$ cat config.mk
export PLATFORM = sky130hd
export DESIGN_NAME = serial_adder_ctrl_flat
export DESIGN_NICKNAME = d
export VERILOG_FILES = /design/src/rtl/serial_adder_ctrl_if.sv /design/src/rtl/serial_adder_ctrl.sv /design/src/flat_wrapper.sv
export SDC_FILE = /design/constraint.sdc
export NUM_CORES = 1
export LEC_CHECK = 0
export ABC_AREA = 1
export CAP_MARGIN = 20
export CORE_MARGIN = 2
export CORE_UTILIZATION = 49
export CTS_CLUSTER_DIAMETER = 40
export DETAILED_ROUTE_END_ITERATION = 7
export GPL_TIMING_DRIVEN = 0
export HOLD_SLACK_MARGIN = 0.08
export PLACE_DENSITY = 0.75
export SYNTH_ARGS = -nofsm -noshare
export SYNTH_HDL_FRONTEND = slang
export SYNTH_SLANG_ARGS = --single-unit
$ cat constraint.sdc
create_clock -name clk -period 1.3 [get_ports clk]
set_input_delay 0.325 -clock clk [delete_from_list [all_inputs] [get_ports clk]]
set_output_delay 0.325 -clock clk [all_outputs]
set_load 0.03 [all_outputs]
$ cat src/rtl/serial_adder_ctrl_if.sv
// ============================================================================
// serial_adder_ctrl_if : start/busy/done handshake and operand/result bundle
// Revision : 1.0 (SERIAL_ADDER_SUB_EN adds the sub select)
// ============================================================================
`default_nettype none

interface serial_adder_ctrl_if #(
    parameter int WIDTH = 8
);
    logic             start;
    logic [WIDTH-1:0] a;
    logic [WIDTH-1:0] b;
    logic             cin;
`ifdef SERIAL_ADDER_SUB_EN
    logic             sub;
`endif
    logic             busy;
    logic             done;
    logic [WIDTH-1:0] sum;
    logic             cout;

`ifdef SERIAL_ADDER_SUB_EN
    modport master (output start, a, b, cin, sub, input busy, done, sum, cout);
    modport slave  (input start, a, b, cin, sub, output busy, done, sum, cout);
`else
    modport master (output start, a, b, cin, input busy, done, sum, cout);
    modport slave  (input start, a, b, cin, output busy, done, sum, cout);
`endif
endinterface

`default_nettype wire

$ cat src/rtl/serial_adder_ctrl.sv
// ============================================================================
// serial_adder_ctrl : bit-serial adder, one FA cell walked LSB-first over WIDTH
// Revision : 1.0 (SERIAL_ADDER_SUB_EN enables a - b via the sub select)
// ============================================================================
`default_nettype none

module FA (
    input  wire  i1,
    input  wire  i2,
    input  wire  i3,
    output logic sum,
    output logic carry
);
    assign sum   = i1 ^ i2 ^ i3;
    assign carry = (i1 & i2) | (i3 & (i1 ^ i2));
endmodule

module serial_adder_ctrl #(
    parameter int WIDTH = 8
) (
    input wire                 clk,
    input wire                 rst_n,
    serial_adder_ctrl_if.slave bus
);
    localparam int               CNT_W    = (WIDTH > 1) ? $clog2(WIDTH) : 1;
    localparam logic [CNT_W-1:0] CNT_LAST = CNT_W'(WIDTH - 1);

    localparam logic [1:0] S_IDLE = 2'd0;
    localparam logic [1:0] S_RUN  = 2'd1;
    localparam logic [1:0] S_DONE = 2'd2;

    logic [1:0]       state_q, state_d;
    logic [WIDTH-1:0] a_q, a_d;
    logic [WIDTH-1:0] b_q, b_d;
    logic [WIDTH-1:0] sum_q, sum_d;
    logic             carry_q, carry_d;
    logic [CNT_W-1:0] cnt_q, cnt_d;

    logic             fa_sum;
    logic             fa_carry;
    logic [WIDTH-1:0] sum_shifted;
    logic [WIDTH-1:0] load_b;
    logic             load_carry;
    logic             busy;
    logic             done;

    // Subtraction is a + ~b + 1, so only the loaded B and carry change.
`ifdef SERIAL_ADDER_SUB_EN
    assign load_b     = bus.sub ? ~bus.b : bus.b;
    assign load_carry = bus.sub | bus.cin;
`else
    assign load_b     = bus.b;
    assign load_carry = bus.cin;
`endif

    FA u_fa (
        .i1    (a_q[0]),
        .i2    (b_q[0]),
        .i3    (carry_q),
        .sum   (fa_sum),
        .carry (fa_carry)
    );

    generate
        if (WIDTH == 1) begin : g_sum_w1
            assign sum_shifted = fa_sum;
        end else begin : g_sum_wn
            assign sum_shifted = {fa_sum, sum_q[WIDTH-1:1]};
        end
    endgenerate

    always_ff @(posedge clk or negedge rst_n) begin
        if (!rst_n) begin
            state_q <= S_IDLE;
        end else begin
            state_q <= state_d;
        end
    end

    always_comb begin
        state_d = state_q;
        case (state_q)
            S_IDLE:  if (bus.start) state_d = S_RUN;
            S_RUN:   if (cnt_q == CNT_LAST) state_d = S_DONE;
            S_DONE:  state_d = S_IDLE;
            default: state_d = S_IDLE;
        endcase
    end

    always_comb begin
        busy = 1'b0;
        done = 1'b0;
        case (state_q)
            S_RUN:   busy = 1'b1;
            S_DONE:  done = 1'b1;
            default: ;
        endcase
    end

    // The carry register doubles as cout: it holds the final carry after RUN.
    always_comb begin
        a_d     = a_q;
        b_d     = b_q;
        sum_d   = sum_q;
        carry_d = carry_q;
        cnt_d   = cnt_q;
        if (state_q == S_IDLE && bus.start) begin
            a_d     = bus.a;
            b_d     = load_b;
            sum_d   = '0;
            carry_d = load_carry;
            cnt_d   = '0;
        end else if (state_q == S_RUN) begin
            a_d     = a_q >> 1;
            b_d     = b_q >> 1;
            sum_d   = sum_shifted;
            carry_d = fa_carry;
            cnt_d   = cnt_q + CNT_W'(1);
        end
    end

    always_ff @(posedge clk or negedge rst_n) begin
        if (!rst_n) begin
            a_q     <= '0;
            b_q     <= '0;
            sum_q   <= '0;
            carry_q <= 1'b0;
            cnt_q   <= '0;
        end else begin
            a_q     <= a_d;
            b_q     <= b_d;
            sum_q   <= sum_d;
            carry_q <= carry_d;
            cnt_q   <= cnt_d;
        end
    end

    assign bus.busy = busy;
    assign bus.done = done;
    assign bus.sum  = sum_q;
    assign bus.cout = carry_q;

endmodule

`default_nettype wire

$ cat src/flat_wrapper.sv
// flat-port wrapper written by rule: the top's interface ports become plain ports
module serial_adder_ctrl_flat 
#(
    parameter int WIDTH = 8
)
  (clk, rst_n, bus_start, bus_a, bus_b, bus_cin, bus_busy, bus_done, bus_sum, bus_cout);
  serial_adder_ctrl_if #(.WIDTH(WIDTH)) bus_i ();
  input wire clk;
  input wire rst_n;
  input wire logic [$bits(bus_i.start)-1:0] bus_start;
  input wire logic [$bits(bus_i.a)-1:0] bus_a;
  input wire logic [$bits(bus_i.b)-1:0] bus_b;
  input wire logic [$bits(bus_i.cin)-1:0] bus_cin;
  output wire logic [$bits(bus_i.busy)-1:0] bus_busy;
  output wire logic [$bits(bus_i.done)-1:0] bus_done;
  output wire logic [$bits(bus_i.sum)-1:0] bus_sum;
  output wire logic [$bits(bus_i.cout)-1:0] bus_cout;
  assign bus_i.start = bus_start;
  assign bus_i.a = bus_a;
  assign bus_i.b = bus_b;
  assign bus_i.cin = bus_cin;
  assign bus_busy = bus_i.busy;
  assign bus_done = bus_i.done;
  assign bus_sum = bus_i.sum;
  assign bus_cout = bus_i.cout;
  serial_adder_ctrl #(.WIDTH(WIDTH)) u_core (.clk(clk), .rst_n(rst_n), .bus(bus_i));
endmodule
* Word level (Yosys, flattened, before mapping)
Cells that the tools add are included.
Cells by class: add/subtract/negate cells 1, shifts and indexed selects 0, bitwise gates (word level) 5, mux-type cells 15, multiply operators 0, equality and inequality tests 5, reduce and logical (&&, ||, !) cells 4, divide/modulo/power cells 0, magnitude comparators 0
Operator list (count):
- 2-to-1 mux 8 bit | 6
- 2-to-1 mux 3 bit | 2
- 2-to-1 mux 1 bit | 4
- 2-to-1 mux 2 bit | 2
- case mux 2 bit (2 select lines) | 1
- adder 3 x 1 -> 3 bit (second input constant) | 1
- == test 3 bit (second input constant) | 1
- AND 1 bit | 2
- == test 2 x 1 -> 1 bit (second input constant) | 1
- == test 2 bit (second input constant) | 1
- zero test 2 bit | 1
- != test 2 x 1 -> 1 bit (second input constant) | 1
- != test 2 bit (second input constant) | 1
- AND reduction 2 bit | 1
- nonzero test 2 bit | 1
- XOR 1 bit | 2
- logical AND 1 bit | 1
- bitwise OR 1 bit | 1
Storage, ports and cells: word-level logic and storage cells 36, memories kept 0, register bits after elaboration 30, input port bits 20, latch bits 0, bits in writable memories 0, output and inout bits 11, memory bits (read-only) 0

* Longest topological paths before layout
Gate-level depths: netlist of run 1.
depth after elaboration 5, mapped depth 6, mapped depth without buffers 5

* Hierarchy
From an unflattened synthesis of run 1, not the netlist that was laid out.
Second synthesis, totals: cell total of the unflattened synthesis 154, area, all modules 1353.8 µm²
Modules (own cells, without submodules):
- serial_adder_ctrl | instances 1, seq. area each 750.7 µm², cells each 153, area an instance 1333.8 µm²
- FA | instances 1, seq. area each 0.0 µm², cells each 1, area an instance 20.0 µm²

* Worst setup path before layout of run 1
Ideal clock, no wire load.
kind register -> register, start reg u_core.carry_q (netlist: u_core.bus.cout), end reg u_core.sum_q[7] (netlist: u_core.bus.sum[7]), period minus slack after synthesis 1.328 ns, arrival 1.201 ns, setup time 0.127 ns, stages on the path, launching flop included 4, setup slack -0.028 ns, cell sequence dfrtp_1 inv_1 fa_1 o21ai_0
On the way: word-level cells in the longest chain between the ends 3
Ends and longest elaborated chain:
- start: declaration | RTL line serial_adder_ctrl.sv:36 | logic carry_q, carry_d;
- start signal: assignment | RTL line serial_adder_ctrl.sv:133 | carry_q <= carry_d;
- XOR 1 bit | RTL line serial_adder_ctrl.sv:14 | assign sum = i1 ^ i2 ^ i3;
- 2-to-1 mux 8 bit | RTL line serial_adder_ctrl.sv:113 | end else if (state_q == S_RUN) begin
- 2-to-1 mux 8 bit | RTL line serial_adder_ctrl.sv:107 | if (state_q == S_IDLE && bus.start) begin
- end signal: assignment | RTL line serial_adder_ctrl.sv:132 | sum_q <= sum_d;
- end: declaration | RTL line serial_adder_ctrl.sv:35 | logic [WIDTH-1:0] sum_q, sum_d;
Every way passes these cells. The select of a mux whose other input is x is not followed. A chain may end at the register's enable or synchronous reset.

* Final worst setup path of run 1
start reg u_core.state_q[1], end out bus_busy
On the way: word-level cells in the longest chain between the ends 2
Ends and longest elaborated chain:
- start: declaration | RTL line serial_adder_ctrl.sv:32 | logic [1:0] state_q, state_d;
- start signal: assignment | RTL line serial_adder_ctrl.sv:76 | state_q <= state_d;
- == test 2 x 1 -> 1 bit | RTL line serial_adder_ctrl.sv:93 | case (state_q)
- 2-to-1 mux 1 bit | RTL line serial_adder_ctrl.sv:93
- end: declaration | RTL line flat_wrapper.sv:14 | output wire logic [$bits(bus_i.busy)-1:0] bus_busy;
Every way passes these cells.

==> out/results.md, run 1 <==
| Parameter | Reported | Unit |
|:---|:---|:---|
| Cells taking the most area after synthesis | sky130_fd_sc_hd__dfrtp_1 (55%), sky130_fd_sc_hd__nand3_1 (21%), sky130_fd_sc_hd__nand2_1 (11%) | - |
| Number of global-route vias before repair | 1226 | - |
| Actual transition at the worst max-transition pin | 0.786 | ns |
| Sw Share | 0.426 | - |
| Power per Cell Area | 2310 | nW/um^2 |
| Count of routing violations after the opening detailed-route iteration | 39 | - |
| Endpoints failing hold | 0 | - |
| Result of the run | finished, violations left | - |
| Hold Buf Count CTS | 0 | - |
| Post-Synthesis Cells | 156 | - |
| Failing checks | setup timing | - |
| Max IR drop VDD | 1.58 | mV |
| Overall track demand over capacity in global routing | 0.214 | - |
| EDFF count, synth | 0 | - |
| Final worst setup slack | -0.0829 | ns |
| Worst setup path class | flop to output pin | - |
| Wire length of the first global-routing pass | 5300 | um |
| Async S/R FF share, synth | 1.00 | - |
| Fraction of the yosys area taken by sequential cells | 0.550 | - |
| Count of unique library cells instantiated by Yosys | 16 | - |
| Unrepaired setup endpoints after global routing | yes | - |
| HP Class | input port to flop | - |
| Total Nets Final | 225 | - |
| Cell type group with the largest total delay on the critical path | flip-flops | - |
| Cell type contributing the most total cell area after synthesis | sky130_fd_sc_hd__dfrtp_1 | - |
| Most frequently used flop master after synthesis | sky130_fd_sc_hd__dfrtp_1 | - |
| Initial antenna violation count | 0 | - |
| Number of cell instances on the worst register-to-register path | 7 | - |
| Pins Over Slew Limit | 0 | - |
| Vias/cell | 5.32 | - |
| Synthesis-to-finish area growth | 34.1 | % |
| Clock transition at the registers of the reported paths | 0.11 | ns |
| Number of setup violations in the final report | 2 | - |
| Die Area | 3220 | sq um |
| Min Tclk post-route | 1.38 | ns |
| Initial Utilization | 0.503 | - |
| Vertical die dimension | 56.8 | um |
| Share of post-route cells with drive strength above 1 | 0.232 | - |
| Reg2Reg Capture Point | u_core.a_q[3] | - |
| Register bit total from synthesis | 30 | - |
| Switching power summed over all nets | 1800 | uW |
| Max Freq | 0.723 | GHz |
| Gpl congestion | 0.797 | - |
| CP Cell Sequence | nor2_4 > buf_6 | - |
| Worst setup slack after placement | -0.592 | ns |
| Boundary pin count | 31 | - |
| Syn Area/Cell | 8.74 | sq um |
| Maximum capacitance violations | 0 | - |
| Post-place instance area | 1720 | sq um |
| Post-synth net total | 179 | - |
| Synth warn | 0 | - |
| Worst clock skew | 0.0206 | ns |
| Register-to-register setup slack | 0.07 | ns |
| Worst slack on hold paths | 0.346 | ns |
| Required time of the worst setup path | 0.98 | ns |
| Critical path buffer and inverter count | 1 | - |
| Antenna violation net count after detailed routing | 0 | - |
| Worst Min Path Start | bus_start | - |
| Core area | 2710 | sq um |
| Number of input and output port buffers inserted | 29 | - |
| Sum Neg Setup Slack | -0.159 | ns |
| Reported leakage power | 0.000933 | uW |
| HPWL after DPL | 2120 | um |
| Crit path DAT | 1.06 | ns |
| Number of clock buffers inserted by TritonCTS | 5 | - |
| Crit Reg-Reg Startpoint | u_core.state_q[0] | - |
| DR vias | 1244 | - |
| Reg power frac | 0.372 | - |
| Critical path peak fanout | 3 | - |
| Standard cell with the maximum stage delay on the critical path | sky130_fd_sc_hd__dfrtp_2 | - |
| Internal power consumption | 2420 | uW |
| Startpoint types | flop | - |
| TritonCTS clock tree | yes | - |
| Number of inserted diodes | 0 | - |
| Clock Sink Count | 30 | - |
| Number of cell rows | 19 | - |
| Die Width | 56.8 | um |
| Remaining max-slew budget at the tightest pin | 0.474 | - |
| Fraction of synthesized cell area taken by the top area cell type | 0.550 | - |
| Share of power burned in combinational logic | 0.487 | - |
| Worst hold path stage count | 3 | - |
| Number of buffers between clock root and the deepest sink | 2 | - |
| Area of the mapped netlist | 1360 | sq um |
| Later-pin clock latency in the skew report | 0.34 | ns |
| Post-route core utilization | 0.675 | - |
| Pin count of the biggest net entering global routing | 17 | - |
| Residual DRC | 0 | - |
| DR pass1 iterations | 4 | - |
| Clock network fraction of total power | 0.141 | - |
| Detail-routed net length per standard cell | 12.9 | um |
| GR Overflow Total | 0 | - |
| Root Buffer | sky130_fd_sc_hd__clkbuf_4 | - |
| Design Area, Final | 1830 | sq um |
| H-tree levels | 2 | - |
| Share of the clock period used by the worst path | 1.06 | - |
| Nature of the critical path endpoint | output pin | - |
| Hold EP | u_core.b_q[4] | - |
| Largest stage delay on the critical path | 0.46 | ns |
| Routed WL | 3010 | um |
## registers in the layout, summed over array words and instances (netlist names)
signal / cells
u_core.bus.sum: 8
u_core.cnt_q: 3
u_core.a_q: 8
u_core.b_q: 8
u_core.state_q: 2
u_core.bus.cout: 1
## synth_stat cells, types with 2 or more instances
cell type                 count
sky130_fd_sc_hd__ha_1         2
sky130_fd_sc_hd__buf_2        7
sky130_fd_sc_hd__nor2_1       3
sky130_fd_sc_hd__dfrtp_1     30
sky130_fd_sc_hd__nand3_1     58
sky130_fd_sc_hd__buf_4        2
sky130_fd_sc_hd__o21ai_0      2
sky130_fd_sc_hd__nand2_1     40
sky130_fd_sc_hd__inv_2        2
sky130_fd_sc_hd__inv_1        4
## layout by cell type, fill, tap and decap left out
cell	Yosys	layout
sky130_fd_sc_hd__clkinv_2	0	1
sky130_fd_sc_hd__nor2_4	1	2
sky130_fd_sc_hd__buf_2	7	11
sky130_fd_sc_hd__fa_1	1	1
sky130_fd_sc_hd__buf_4	2	15
sky130_fd_sc_hd__clkbuf_4	0	7
sky130_fd_sc_hd__inv_2	2	2
sky130_fd_sc_hd__nand2_1	40	40
sky130_fd_sc_hd__o21ai_0	2	2
sky130_fd_sc_hd__inv_1	4	4
sky130_fd_sc_hd__nor2_1	3	2
sky130_fd_sc_hd__nor2_2	1	1
sky130_fd_sc_hd__clkinvlp_4	0	1
sky130_fd_sc_hd__clkdlybuf4s50_1	0	18
sky130_fd_sc_hd__buf_6	0	1
sky130_fd_sc_hd__ha_1	2	2
sky130_fd_sc_hd__clkbuf_2	1	1
sky130_fd_sc_hd__nand3_1	58	58
sky130_fd_sc_hd__a21boi_1	1	1
sky130_fd_sc_hd__dfrtp_1	30	27
sky130_fd_sc_hd__clkbuf_1	1	1
sky130_fd_sc_hd__buf_16	0	1
sky130_fd_sc_hd__clkbuf_8	0	1
sky130_fd_sc_hd__dfrtp_2	0	3
## worst reg2reg max path, stage by stage (launching register included)
cell                      delay (ns)
sky130_fd_sc_hd__dfrtp_2        0.43
sky130_fd_sc_hd__inv_2          0.07
sky130_fd_sc_hd__nor2_4         0.03
sky130_fd_sc_hd__buf_4          0.13
sky130_fd_sc_hd__buf_4          0.15
sky130_fd_sc_hd__buf_4          0.17
sky130_fd_sc_hd__nand2_1        0.06
sky130_fd_sc_hd__nand3_1        0.08
## repair_timing
item | 4_1_cts | 5_1_grt
gates resized for setup | 63 | 7
endpoints found under the setup margin | 11 | 8
pin swaps | 1 | 1
setup buffers | 5 | 5
## metal layers
metal	track usage	share of wire	vias to the layer above
met5	0	0	-
met4	0.103	0.017	0
met3	0.0737	0.058	7
met2	0.327	0.48	28
met1	0.272	0.44	591
li1	-	-	618
## cell type report
| type | instances | area, sq um |
|---|---|---|
| fillers | 241 | 881 |
| flip-flops and latches | 30 | 754 |
| multi-input cells | 109 | 539 |
| repair buffers | 40 | 357 |
| plain buffers | 10 | 53.8 |
| clock buffers | 6 | 51.3 |
| well taps | 31 | 38.8 |
| inverters | 6 | 22.5 |
| clock inverters | 2 | 12.5 |
## kinds of logic (layout without fill, tap and decap cells)
group,count (synthesis),after routing,share of synthesized area
AO/OA/AOI/OAI,3,3,0.0128
adder cells (fa/ha/maj),3,3,0.0330
buffers and inverters,17,64,0.0596
flip-flops,30,30,0.550
AND/OR/NAND/NOR,103,103,0.344
## through the flow
| step | std cells | power [uW] |
|---|---|---|
| CTS | 230 | 4150 |
| global placement | 216 | 3420 |
| finish | 234 | 4220 |
| global route | 234 | 4550 |
| detailed placement | 217 | 3510 |
| floorplan | 156 | 2830 |
## worst max path at each step
stage	start	end	cells past startpoint
after floorplan	u_core.bus.cout	u_core.bus.sum[7]	3
after global placement	rst_n	u_core.bus.cout	1
after detailed placement	u_core.state_q[0]	bus_busy	4
after CTS	u_core.state_q[1]	bus_busy	3
after global routing	u_core.state_q[1]	bus_busy	2
final	u_core.state_q[1]	bus_busy	2
## power by group through the flow
| stage | Combinational, uW | Clock [uW] | Sequential [uW] |
|---|---|---|---|
| floorplan | 1050 | 0 | 1780 |
| global placement | 1840 | 0 | 1580 |
| detailed placement | 1910 | 0 | 1600 |
| CTS | 1970 | 611 | 1570 |
| global route | 2280 | 660 | 1620 |
| finish | 2060 | 595 | 1570 |
Power figures use the tool's default switching activity.
==> run 2: changes to the inputs <==
--- a/config.mk
+++ b/config.mk
@@ -14,6 +14,7 @@
 export GPL_TIMING_DRIVEN = 0
 export HOLD_SLACK_MARGIN = 0.08
 export PLACE_DENSITY = 0.75
+export SKIP_LAST_GASP = 1
 export SYNTH_ARGS = -nofsm -noshare
 export SYNTH_HDL_FRONTEND = slang
 export SYNTH_SLANG_ARGS = --single-unit
==> out/results.md, run 2 (synthesis gave the netlist of run 1 again) <==
| Parameter | Reported | Unit | Change |
|:---|:---|:---|:---|
| Sum Neg Setup Slack | -0.163 | ns | was -0.159 ns |
| Root Buffer | sky130_fd_sc_hd__clkbuf_4 | - | unchanged |
| Power per Cell Area | 2310 | nW/um^2 | about the same |
| Initial antenna violation count | 0 | - | unchanged |
| Result of the run | finished, violations left | - | unchanged |
| Number of cell rows | 19 | - | unchanged |
| Failing checks | setup timing | - | unchanged |
| Routed WL | 3030 | um | was 3010 um |
| Number of cell instances on the worst register-to-register path | 5 | - | was 7 |
| Pin count of the biggest net entering global routing | 17 | - | unchanged |
| Number of setup violations in the final report | 2 | - | unchanged |
| Worst clock skew | 0.0180 | ns | was 0.0206 ns |
| Most frequent cells in the layout | sky130_fd_sc_hd__nand3_1 (58), sky130_fd_sc_hd__nand2_1 (40), sky130_fd_sc_hd__dfrtp_1 (27) | - | unchanged |
| Min Tclk post-route | 1.38 | ns | about the same |
| Remaining max-slew budget at the tightest pin | 0.476 | - | was 0.474 |
| Boundary pin count | 31 | - | unchanged |
| Residual DRC | 0 | - | unchanged |
| Crit path DAT | 1.06 | ns | about the same |
| Startpoint types | flop | - | unchanged |
| Number of global-route vias before repair | 1223 | - | was 1226 |
| Clock Sink Count | 30 | - | unchanged |
| Max IR drop VDD | 1.59 | mV | was 1.58 mV |
| Grt met3 use | 0.0737 | - | unchanged |
| Total Nets Final | 225 | - | unchanged |
| Maximum capacitance violations | 0 | - | unchanged |
| Clock transition at the registers of the reported paths | 0.11 | ns | about the same |
| Pins Over Slew Limit | 0 | - | unchanged |
| Initial Utilization | 0.503 | - | unchanged |
| Share of the clock period used by the worst path | 1.07 | - | was 1.06 |
| Number of input and output port buffers inserted | 29 | - | unchanged |
| GR peak layer | met2 | - | unchanged |
| Worst hold path stage count | 3 | - | unchanged |
| HP Class | input port to flop | - | unchanged |
| Number of inserted diodes | 0 | - | unchanged |
| TritonCTS clock tree | yes | - | unchanged |
| Required time of the worst setup path | 0.98 | ns | about the same |
| Post-route core utilization | 0.675 | - | unchanged |
| HPWL after DPL | 2120 | um | unchanged |
| DR vias | 1255 | - | was 1244 |
| H-tree levels | 2 | - | unchanged |
| Nature of the critical path endpoint | output pin | - | unchanged |
| Reported leakage power | 0.000933 | uW | about the same |
| Gpl congestion | 0.797 | - | unchanged |
| Design Area, Final | 1830 | sq um | unchanged |
| Max Freq | 0.722 | GHz | was 0.723 GHz |
| Number of buffers between clock root and the deepest sink | 2 | - | unchanged |
| Share of post-route cells with drive strength above 1 | 0.232 | - | unchanged |
| Vias/cell | 5.36 | - | was 5.32 |
| Worst setup path class | flop to output pin | - | unchanged |
| Unrepaired setup endpoints after global routing | yes | - | unchanged |
| Met2 routing resource usage after global routing | 0.327 | - | unchanged |
| Synthesis-to-finish area growth | 34.1 | % | unchanged |
| Die Area | 3220 | sq um | unchanged |
| Overall track demand over capacity in global routing | 0.214 | - | about the same |
| Count of routing violations after the opening detailed-route iteration | 43 | - | was 39 |
| Post-place instance area | 1720 | sq um | unchanged |
| Met1 usage in global routing | 0.271 | - | was 0.272 |
| DR pass1 iterations | 4 | - | unchanged |
| Wire length of the first global-routing pass | 5290 | um | was 5300 um |
| Vertical die dimension | 56.8 | um | unchanged |
| Endpoints failing hold | 0 | - | unchanged |
| Final worst setup slack | -0.0850 | ns | was -0.0829 ns |
| Detail-routed net length per standard cell | 13.0 | um | was 12.9 um |
| Die Width | 56.8 | um | unchanged |
| Most common library cell in the layout ignoring fill and taps | sky130_fd_sc_hd__nand3_1 | - | unchanged |
| Critical path peak fanout | 3 | - | unchanged |
| Core area | 2710 | sq um | unchanged |
| Antenna violation net count after detailed routing | 0 | - | unchanged |
| Number of clock buffers inserted by TritonCTS | 5 | - | unchanged |
| Worst slack on hold paths | 0.340 | ns | was 0.346 ns |
| GR Overflow Total | 0 | - | unchanged |
| Later-pin clock latency in the skew report | 0.34 | ns | about the same |
| Actual transition at the worst max-transition pin | 0.783 | ns | was 0.786 ns |
[run 2: cell count changes in the layout (fill, tap and decap cells not counted), sizes merged]
| cell | change |
|---|---|
| clkbuf | +1 |
| buf | -1 |
[run 2: area by class of cell]
class                           count  area [sq um]
Multi-Input combinational cell    109           539
Fill cell                         243           881
Clock inverter                      2          12.5
Sequential cell                    30           754
Buffer                             10          53.8
Clock buffer                        6          51.3
Tap cell                           31          38.8
Timing Repair Buffer               40           357
Inverter                            6          22.5
[run 2: worst max-delay path, stage by stage, from the launching register on]
cell and delay, ns:
sky130_fd_sc_hd__dfrtp_2 0.46, sky130_fd_sc_hd__nor2_4 0.12, sky130_fd_sc_hd__buf_6 0.13
[run 2: final timing paths]
check | from | slack (ns) | to
max | u_core.state_q[1] | -0.08 | bus_busy
min | bus_start | 0.34 | u_core.b_q[1]
max reg2reg | u_core.state_q[1] | 0.06 | u_core.a_q[3]
min reg2reg | u_core.b_q[2] | 0.51 | u_core.b_q[1]
max in group asynchronous | rst_n | 0.31 | u_core.state_q[0]
min in group asynchronous | rst_n | 0.45 | u_core.a_q[6]
[run 2: stage by stage]
step                      std cells  total power (uW)  worst slack [ns]
final                           234              4220           -0.0850
after global routing            234              4550            -0.127
after CTS                       230              4120            -0.160
after detailed placement        217              3510            -0.592
after global placement          216              3420            -0.690
after floorplan                 156              2830            0.0623
[run 2: report_power, final]
part	total (uW)	switching [uW]	internal (uW)
Combinational	2060	1220	836
Clock	600	341	260
Sequential	1570	242	1330
Total	4220	1800	2420
[run 2: per-layer routing]
layer | up-vias | share of wire | wire length (um)
li1 | 620 | - | -
met1 | 594 | 0.45 | 1360
met2 | 32 | 0.47 | 1430
met3 | 9 | 0.058 | 177
met4 | 0 | 0.022 | 67
met5 | - | 0 | 0
[run 2: timing repair]
action,4_1_cts,5_1_grt
gates resized for setup,61,9
hold endpoints to repair,0,0
setup endpoints to repair,11,18
pin swaps,1,1
hold buffers,0,0
buffers inserted,5,5
